[src/rtl/mem_ddr_rw_arbiter_pkg.sv]
// Shared definitions for the DDR read/write burst arbiter: state encoding,
// field widths and the write-streak counter helper.
package mem_ddr_rw_arbiter_pkg;

  localparam int DDR_LEN_W   = 8;
  localparam int BURST_CNT_W = 32;
  localparam int CONSEC_W    = 4;

  typedef enum logic [1:0] {
    ARB_IDLE = 2'd0,
    ARB_WR   = 2'd1,
    ARB_RD   = 2'd2,
    ARB_GAP  = 2'd3
  } arb_state_e;

  function automatic logic [CONSEC_W-1:0] sat_inc(input logic [CONSEC_W-1:0] v);
    return (&v) ? v : v + 1'b1;
  endfunction

endpackage

[src/rtl/mem_arb_watchdog.sv]
// Per-burst watchdog: saturating cycle counter with a sticky flag that rises
// on the same edge the counter reaches all-ones.
module mem_arb_watchdog #(
  parameter int CNT_W = 20
) (
  input  logic clk,
  input  logic rst_n,
  input  logic clr,
  input  logic en,
  output logic timeout
);

  logic [CNT_W-1:0] cnt;

  always_ff @(posedge clk or negedge rst_n) begin
    if (!rst_n) begin
      cnt     <= '0;
      timeout <= 1'b0;
    end else begin
      if (clr)
        cnt <= '0;
      else if (en && !(&cnt))
        cnt <= cnt + 1'b1;
      // upper bits all-ones means the count is at max-1 or max: this edge lands on all-ones
      if (en && !clr && (&cnt[CNT_W-1:1]))
        timeout <= 1'b1;
    end
  end

endmodule

[src/rtl/mem_ddr_rw_arbiter.sv]
// Arbitrates the single DDR burst port between the write path and the vout
// read path, one whole burst at a time, with a write-streak cap.
module mem_ddr_rw_arbiter
  import mem_ddr_rw_arbiter_pkg::*;
#(
  parameter int ADDR_WIDTH    = 30,
  parameter int MEM_DATA_BITS = 256,
  parameter int WR_MAX_CONSEC = 4,
  parameter int TIMEOUT_BITS  = 20
) (
  input  logic                     ddr_clk_i,
  input  logic                     ddr_rst_n_i,
  input  logic                     wr_ddr_req_i,
  input  logic [DDR_LEN_W-1:0]     wr_ddr_len_i,
  input  logic [ADDR_WIDTH-1:0]    wr_ddr_addr_i,
  input  logic [MEM_DATA_BITS-1:0] wr_ddr_data_i,
  output logic                     wr_ddr_data_req_o,
  output logic                     wr_ddr_finish_o,
  input  logic                     rd_ddr_req_i,
  input  logic [DDR_LEN_W-1:0]     rd_ddr_len_i,
  input  logic [ADDR_WIDTH-1:0]    rd_ddr_addr_i,
  output logic                     rd_ddr_data_valid_o,
  output logic [MEM_DATA_BITS-1:0] rd_ddr_data_o,
  output logic                     rd_ddr_finish_o,
  output logic                     mem_wr_req_o,
  output logic                     mem_rd_req_o,
  output logic [DDR_LEN_W-1:0]     mem_len_o,
  output logic [ADDR_WIDTH-1:0]    mem_addr_o,
  input  logic                     mem_wr_data_req_i,
  input  logic                     mem_wr_finish_i,
  output logic [MEM_DATA_BITS-1:0] mem_wr_data_o,
  input  logic                     mem_rd_data_valid_i,
  input  logic                     mem_rd_finish_i,
  input  logic [MEM_DATA_BITS-1:0] mem_rd_data_i,
  output logic [BURST_CNT_W-1:0]   wr_burst_cnt_o,
  output logic [BURST_CNT_W-1:0]   rd_burst_cnt_o,
  output logic                     timeout_err_o,
  output logic                     spurious_err_o
);

  localparam logic [CONSEC_W-1:0] CONSEC_MAX = CONSEC_W'(WR_MAX_CONSEC);

  typedef struct packed {
    logic [DDR_LEN_W-1:0]  len;
    logic [ADDR_WIDTH-1:0] addr;
  } burst_t;

  arb_state_e          state, state_nxt;
  burst_t              cmd;
  logic [CONSEC_W-1:0] wr_consec;
  logic                wr_grant, rd_grant;
  logic                wr_busy, rd_busy;
  logic                spur_hit;

  assign wr_busy = (state == ARB_WR);
  assign rd_busy = (state == ARB_RD);

  always_ff @(posedge ddr_clk_i or negedge ddr_rst_n_i) begin
    if (!ddr_rst_n_i) state <= ARB_IDLE;
    else              state <= state_nxt;
  end

  always_comb begin
    state_nxt = state;
    wr_grant  = 1'b0;
    rd_grant  = 1'b0;
    case (state)
      ARB_IDLE: begin
        // a pending read only loses to a write while the write streak is under the cap
        if (wr_ddr_req_i && (!rd_ddr_req_i || wr_consec < CONSEC_MAX)) begin
          state_nxt = ARB_WR;
          wr_grant  = 1'b1;
        end else if (rd_ddr_req_i) begin
          state_nxt = ARB_RD;
          rd_grant  = 1'b1;
        end
      end
      ARB_WR:  if (mem_wr_finish_i) state_nxt = ARB_GAP;
      ARB_RD:  if (mem_rd_finish_i) state_nxt = ARB_GAP;
      ARB_GAP: state_nxt = ARB_IDLE;
      default: state_nxt = ARB_IDLE;
    endcase
  end

  always_ff @(posedge ddr_clk_i or negedge ddr_rst_n_i) begin
    if (!ddr_rst_n_i) begin
      mem_wr_req_o <= 1'b0;
      mem_rd_req_o <= 1'b0;
      cmd          <= '0;
    end else begin
      if (wr_grant) begin
        mem_wr_req_o <= 1'b1;
        cmd          <= '{len: wr_ddr_len_i, addr: wr_ddr_addr_i};
      end else if (wr_busy && (mem_wr_data_req_i || mem_wr_finish_i)) begin
        mem_wr_req_o <= 1'b0;
      end
      if (rd_grant) begin
        mem_rd_req_o <= 1'b1;
        cmd          <= '{len: rd_ddr_len_i, addr: rd_ddr_addr_i};
      end else if (rd_busy && (mem_rd_data_valid_i || mem_rd_finish_i)) begin
        mem_rd_req_o <= 1'b0;
      end
    end
  end

  assign mem_len_o  = cmd.len;
  assign mem_addr_o = cmd.addr;

  always_ff @(posedge ddr_clk_i or negedge ddr_rst_n_i) begin
    if (!ddr_rst_n_i)
      wr_consec <= '0;
    else if (state == ARB_IDLE) begin
      if (!rd_ddr_req_i || rd_grant) wr_consec <= '0;
      else if (wr_grant)             wr_consec <= sat_inc(wr_consec);
    end
  end

  assign wr_ddr_data_req_o   = wr_busy & mem_wr_data_req_i;
  assign wr_ddr_finish_o     = wr_busy & mem_wr_finish_i;
  assign rd_ddr_data_valid_o = rd_busy & mem_rd_data_valid_i;
  assign rd_ddr_finish_o     = rd_busy & mem_rd_finish_i;
  assign rd_ddr_data_o       = mem_rd_data_i;
  assign mem_wr_data_o       = wr_ddr_data_i;

  assign spur_hit = ((mem_wr_data_req_i | mem_wr_finish_i) & ~wr_busy) |
                    ((mem_rd_data_valid_i | mem_rd_finish_i) & ~rd_busy);

  always_ff @(posedge ddr_clk_i or negedge ddr_rst_n_i) begin
    if (!ddr_rst_n_i) begin
      wr_burst_cnt_o <= '0;
      rd_burst_cnt_o <= '0;
      spurious_err_o <= 1'b0;
    end else begin
      if (wr_ddr_finish_o) wr_burst_cnt_o <= wr_burst_cnt_o + 1'b1;
      if (rd_ddr_finish_o) rd_burst_cnt_o <= rd_burst_cnt_o + 1'b1;
      if (spur_hit)        spurious_err_o <= 1'b1;
    end
  end

  mem_arb_watchdog #(
    .CNT_W (TIMEOUT_BITS)
  ) u_watchdog (
    .clk     (ddr_clk_i),
    .rst_n   (ddr_rst_n_i),
    .clr     (~(wr_busy | rd_busy)),
    .en      (wr_busy | rd_busy),
    .timeout (timeout_err_o)
  );

endmodule

[config.mk]
export PLATFORM = sky130hd
export DESIGN_NAME = mem_ddr_rw_arbiter
export DESIGN_NICKNAME = d
export VERILOG_FILES = /design/src/rtl/mem_ddr_rw_arbiter_pkg.sv /design/src/rtl/mem_arb_watchdog.sv /design/src/rtl/mem_ddr_rw_arbiter.sv
export SDC_FILE = /design/constraint.sdc
export NUM_CORES = 1
export LEC_CHECK = 0
export BUFFER_PORTS_ARGS = -buffer_cell sky130_fd_sc_hd__buf_2
export CORE_AREA = 2 2 470 472
export CTS_CLUSTER_SIZE = 20
export DETAILED_ROUTE_END_ITERATION = 10
export DIE_AREA = 0 0 472 474
export GPL_ROUTABILITY_DRIVEN = 0
export MAX_ROUTING_LAYER = met4
export SYNTH_ARGS = -nofsm -noshare
export SYNTH_HDL_FRONTEND = slang
export SYNTH_SLANG_ARGS = --single-unit
[constraint.sdc]
create_clock -name ddr_clk_i -period 3.3 [get_ports ddr_clk_i]
set_input_delay 0.33 -clock ddr_clk_i [delete_from_list [all_inputs] [get_ports ddr_clk_i]]
set_output_delay 0.33 -clock ddr_clk_i [all_outputs]
set_load 0.02 [all_outputs]
==> Flow_metrics.wiki <==
{| class="wikitable"
! Metric !! Value
|-
| Outcome || finished clean
|-
| Post-synthesis average cell area || slightly above 9 um2
|-
| RSZ-0062 raised after global routing || false
|-
| Post_cts resized || 0
|-
| Reported leakage power || approximately 0.0040 uW
|-
| Wire length of the first global-routing pass || between 100 and 150 mm
|-
| Number of global-route vias before repair || approximately 6,700
|-
| Clock latency on the worst-skew pair || ~0.50 ns
|-
| Share of layout cells above drive strength 1 || 0.3293
|-
| Global routing usage summed across all routing layers || 0.09297
|-
| # setup viols final || 0
|-
| Number of enable flip-flop cells after synthesis || 0
|-
| Share of the clock period used by the worst path after layout || 0.7950
|-
| Fraction of power consumed by combinational cells || 0.319
|-
| Combined area of all synthesized cells || between 10,000 and 15,000 um2
|-
| Final net count || roughly 1,400
|-
| Clock buffer count from CTS || 17
|-
| Number of distinct library cell variants in the gate-level netlist after synthesis || between 40 and 50
|-
| FF+latch count, synth || around 130
|-
| First DRT Iteration DRCs || approximately 440
|-
| Horizontal die dimension || ~470 um
|-
| Count of unresolved DRC violations after routing || 0
|-
| Simple-Gate Fraction of Synth Area || 0.1312
|-
| Clock Tree Buf Depth || 2
|-
| TritonCTS clock tree || yes
|-
| Net switching power || 2635 uW
|-
| Mux cell area share after synthesis || 0.01722
|-
| Number of placement rows || about 170
|-
| Proportion of power drawn by the clock network || 0.333
|-
| Root buffer cell || sky130_fd_sc_hd__clkbuf_16
|-
| Crit path required time || 2.97 ns
|-
| Area of the die || between 200,000 and 250,000 um2
|-
| Clock slew seen by the registers of the worst setup and hold paths || 0.09 ns
|-
| Startpoint type of the worst setup path || flip-flop
|-
| Fin. Hold Viols || 0
|-
| Critical Path Fanout Max || 7
|-
| Average detailed-routed wire length per instance || between 20 and 30 um
|-
| Crit path capture type || output port
|-
| Instance count of the mapped netlist || between 1,000 and 1,500
|-
| Clock tree sinks || around 130
|-
| Most frequent cells in the layout || sky130_fd_sc_hd__buf_2, sky130_fd_sc_hd__dfrtp_1, sky130_fd_sc_hd__nand2_1
|-
| Sequential fraction of design power || 0.348
|-
| Drt via density || between 1.5 and 2
|-
| Post-Route WL || around 100 mm
|-
| Maximum number of pins on one net before global-route repair || 61
|-
| Via count || around 7,000
|-
| Worst setup path category || flip-flop to output port
|-
| HPWL Detailed || 95.98 mm
|-
| Synth Area in Compound Gates || 0.07009
|-
| Number of ports placed on the die boundary || around 1,200
|-
| Number of antenna violations at the first check in global routing || 42
|-
| Syn_nets || roughly 1,700
|-
| Chip Height || around 470 um
|-
| Area overhead of the layout relative to synthesis || 14.30%
|-
| Total cell area at the placement stage || roughly 11,000 um2
|-
| Type of the tightest min-delay check || input port to flip-flop
|-
| Worst slew margin relative to its limit || 0.3623
|-
| Final total negative setup slack || 0 ns
|-
| Floorplan Core Area || ~220,000 um2
|-
| Final Skew || 0.02566 ns
|-
| Quantity of I/O buffers inserted on ports || ~190
|-
| Reported max-cap violation count || 0
|-
| Max Transition Viols Final || 0
|-
| Fraction of the mapped netlist area in adder cells || 0.009838
|-
| Drt first pass iters || 5
|-
| Achievable clock frequency || between 300 and 400 MHz
|-
| Most used flip-flop cell after synthesis || sky130_fd_sc_hd__dfrtp_1
|-
| Crit path DAT || 2.29 ns
|-
| Post-CTS setup buffer count || 0
|-
| Switching share of power || 0.4199
|-
| Post-synthesis share of cell area spent on xor and xnor gates || 0.05337
|-
| Most common cell after layout, fill and taps aside || sky130_fd_sc_hd__buf_2
|-
| Post-layout instance area || approximately 12,000 um2
|-
| Largest family of logic cells by synthesized area || buffers and inverters
|-
| IR Drop Worst-Case VDD || 268.0 uV
|-
| Post-synthesis sequential area ratio || 0.3246
|-
| Power Dens Cells || 539.6 nW/um2
|-
| Final critical-path required period || roughly 2.6 ns
|-
| CTS H-Tree Depth || 4
|-
| Initial Utilization || 0.04653
|-
| Slew at the pin with the worst max-slew slack || 0.9566 ns
|-
| Overflow left after global routing || 0
|-
| Synth warn || 0
|-
| Remaining number of nets flagged by the antenna check after routing || 0
|-
| Fraction of synthesis flops using an asynchronous set or reset pin || 1.000
|-
| P_int || approximately 3600 uW
|}
state kept, by name (all words and copies together), names as in the netlist, 2 cells and up:
name / flops
wr_burst_cnt_o: 32
state: 2
mem_len_o: 8
rd_burst_cnt_o: 32
wr_consec: 4
mem_addr_o: 30
u_watchdog.cnt: 20
final timing paths:
check	from	end	slack, ns	cells past startpoint
min in group asynchronous	ddr_rst_n_i	rd_burst_cnt_o[31]$_DFFE_PN0P_	0.38	2
worst min-delay path	wr_ddr_len_i[1]	mem_len_o[1]$_DFFE_PN0P_	0.13	3
max in group asynchronous	ddr_rst_n_i	rd_burst_cnt_o[28]$_DFFE_PN0P_	2.10	3
worst max-delay path	state[1]$_DFFE_PN0P_	wr_ddr_finish_o	0.68	5
worst min register to register	u_watchdog.timeout$_DFFE_PN0P_	u_watchdog.timeout$_DFFE_PN0P_	0.47	1
worst max register to register	state[0]$_DFFE_PN0P_	mem_addr_o[25]$_DFFE_PN0P_	1.01	7
worst max-delay path: stages, from the launching register on:
cell and delay (ns):
sky130_fd_sc_hd__dfrtp_1 0.40, sky130_fd_sc_hd__inv_1 0.11, sky130_fd_sc_hd__ha_1 0.40, sky130_fd_sc_hd__nand2_1 0.23
sky130_fd_sc_hd__inv_1 0.30, sky130_fd_sc_hd__buf_2 0.33
synth_stat cells, types with 3 or more instances:
library cell	number	area (um2)
sky130_fd_sc_hd__xnor2_1	52	455.4
sky130_fd_sc_hd__clkbuf_1	14	52.55
sky130_fd_sc_hd__o21ai_0	40	200.2
sky130_fd_sc_hd__nand2b_1	13	81.33
sky130_fd_sc_hd__nor2_1	14	52.55
sky130_fd_sc_hd__nand4_1	28	175.2
sky130_fd_sc_hd__buf_4	516	3874
sky130_fd_sc_hd__and4_1	5	43.79
sky130_fd_sc_hd__dfrtp_1	132	3303
sky130_fd_sc_hd__nand4_2	3	37.54
sky130_fd_sc_hd__o22ai_1	39	244.0
sky130_fd_sc_hd__nand2_1	85	319.1
sky130_fd_sc_hd__mux2i_1	13	130.1
sky130_fd_sc_hd__nand3_1	34	170.2
sky130_fd_sc_hd__a211oi_1	3	22.52
sky130_fd_sc_hd__ha_1	8	100.1
sky130_fd_sc_hd__a21oi_1	8	40.04
sky130_fd_sc_hd__inv_1	14	52.55
sky130_fd_sc_hd__o21ai_1	6	30.03
sky130_fd_sc_hd__and2_1	7	43.79
sky130_fd_sc_hd__buf_2	3	15.01
sky130_fd_sc_hd__mux2_2	4	45.04
sky130_fd_sc_hd__nor4_4	5	106.4
sky130_fd_sc_hd__nor3_1	9	45.04
sky130_fd_sc_hd__nor4_2	4	50.05
sky130_fd_sc_hd__nor4_1	3	18.77
sky130_fd_sc_hd__and3_1	13	81.33
sky130_fd_sc_hd__xor2_1	10	87.58
sky130_fd_sc_hd__a2111oi_2	4	60.06
through the flow:
step	cells	hold slack (ns)	power [uW]	setup WS [ns]	util
finish	3719	0.1327	6275	0.6765	0.05319
global route	3715	0.09472	6701	0.3500	0.05314
CTS	3691	0.05057	6511	0.3525	0.05287
detailed placement	3658	0.3742	4294	0.9803	0.05006
global placement	3658	0.3704	4226	0.9933	0.05006
floorplan	1114	0.03441	4256	1.514	-
kinds of logic (layout without fill, tap and decap cells):
kind of cell	count (synthesis)	after routing
AOI/OAI and AO/OA	113	113
and+or+nand+nor	234	234
xor gates and xnor gates	62	62
muxes	17	17
DFF	132	132
adders and majority gates	8	8
other	0	28
buffers and inverters	548	254
cell type report:
class                      count  area (um2)
antenna                       28       70.07
clock buffer                  17       425.4
clock inverter                15       178.9
fill                       25800      207000
inverter                      14       52.55
multi-input combinational    434        2908
sequential                   132        3303
tap                         2871        3592
timing repair buffer         208        1100
repair_timing:
action,CTS,global route
hold endpoints to repair,58,0
hold buffers,1,0
endpoints found under the setup margin,0,0
routing by layer:
metal	share of wire	track usage	routed length [um]	up-vias
li1	-	-	-	2635
met1	0.15	0.03917	15620	2981
met2	0.45	0.1419	46790	946
met3	0.34	0.1397	35250	395
met4	0.069	0.05616	7230	0
met5	0	-	0	-
power by group through the flow:
stage | registers, uW | clock network (uW) | logic [uW]
2_1_floorplan | 2520 | 0 | 1740
3_3_place_gp | 2190 | 0 | 2040
3_5_place_dp | 2210 | 0 | 2080
4_1_cts | 2180 | 2240 | 2090
5_1_grt | 2230 | 2260 | 2220
6_report | 2180 | 2090 | 2000
(Power assumes the default switching activity.)
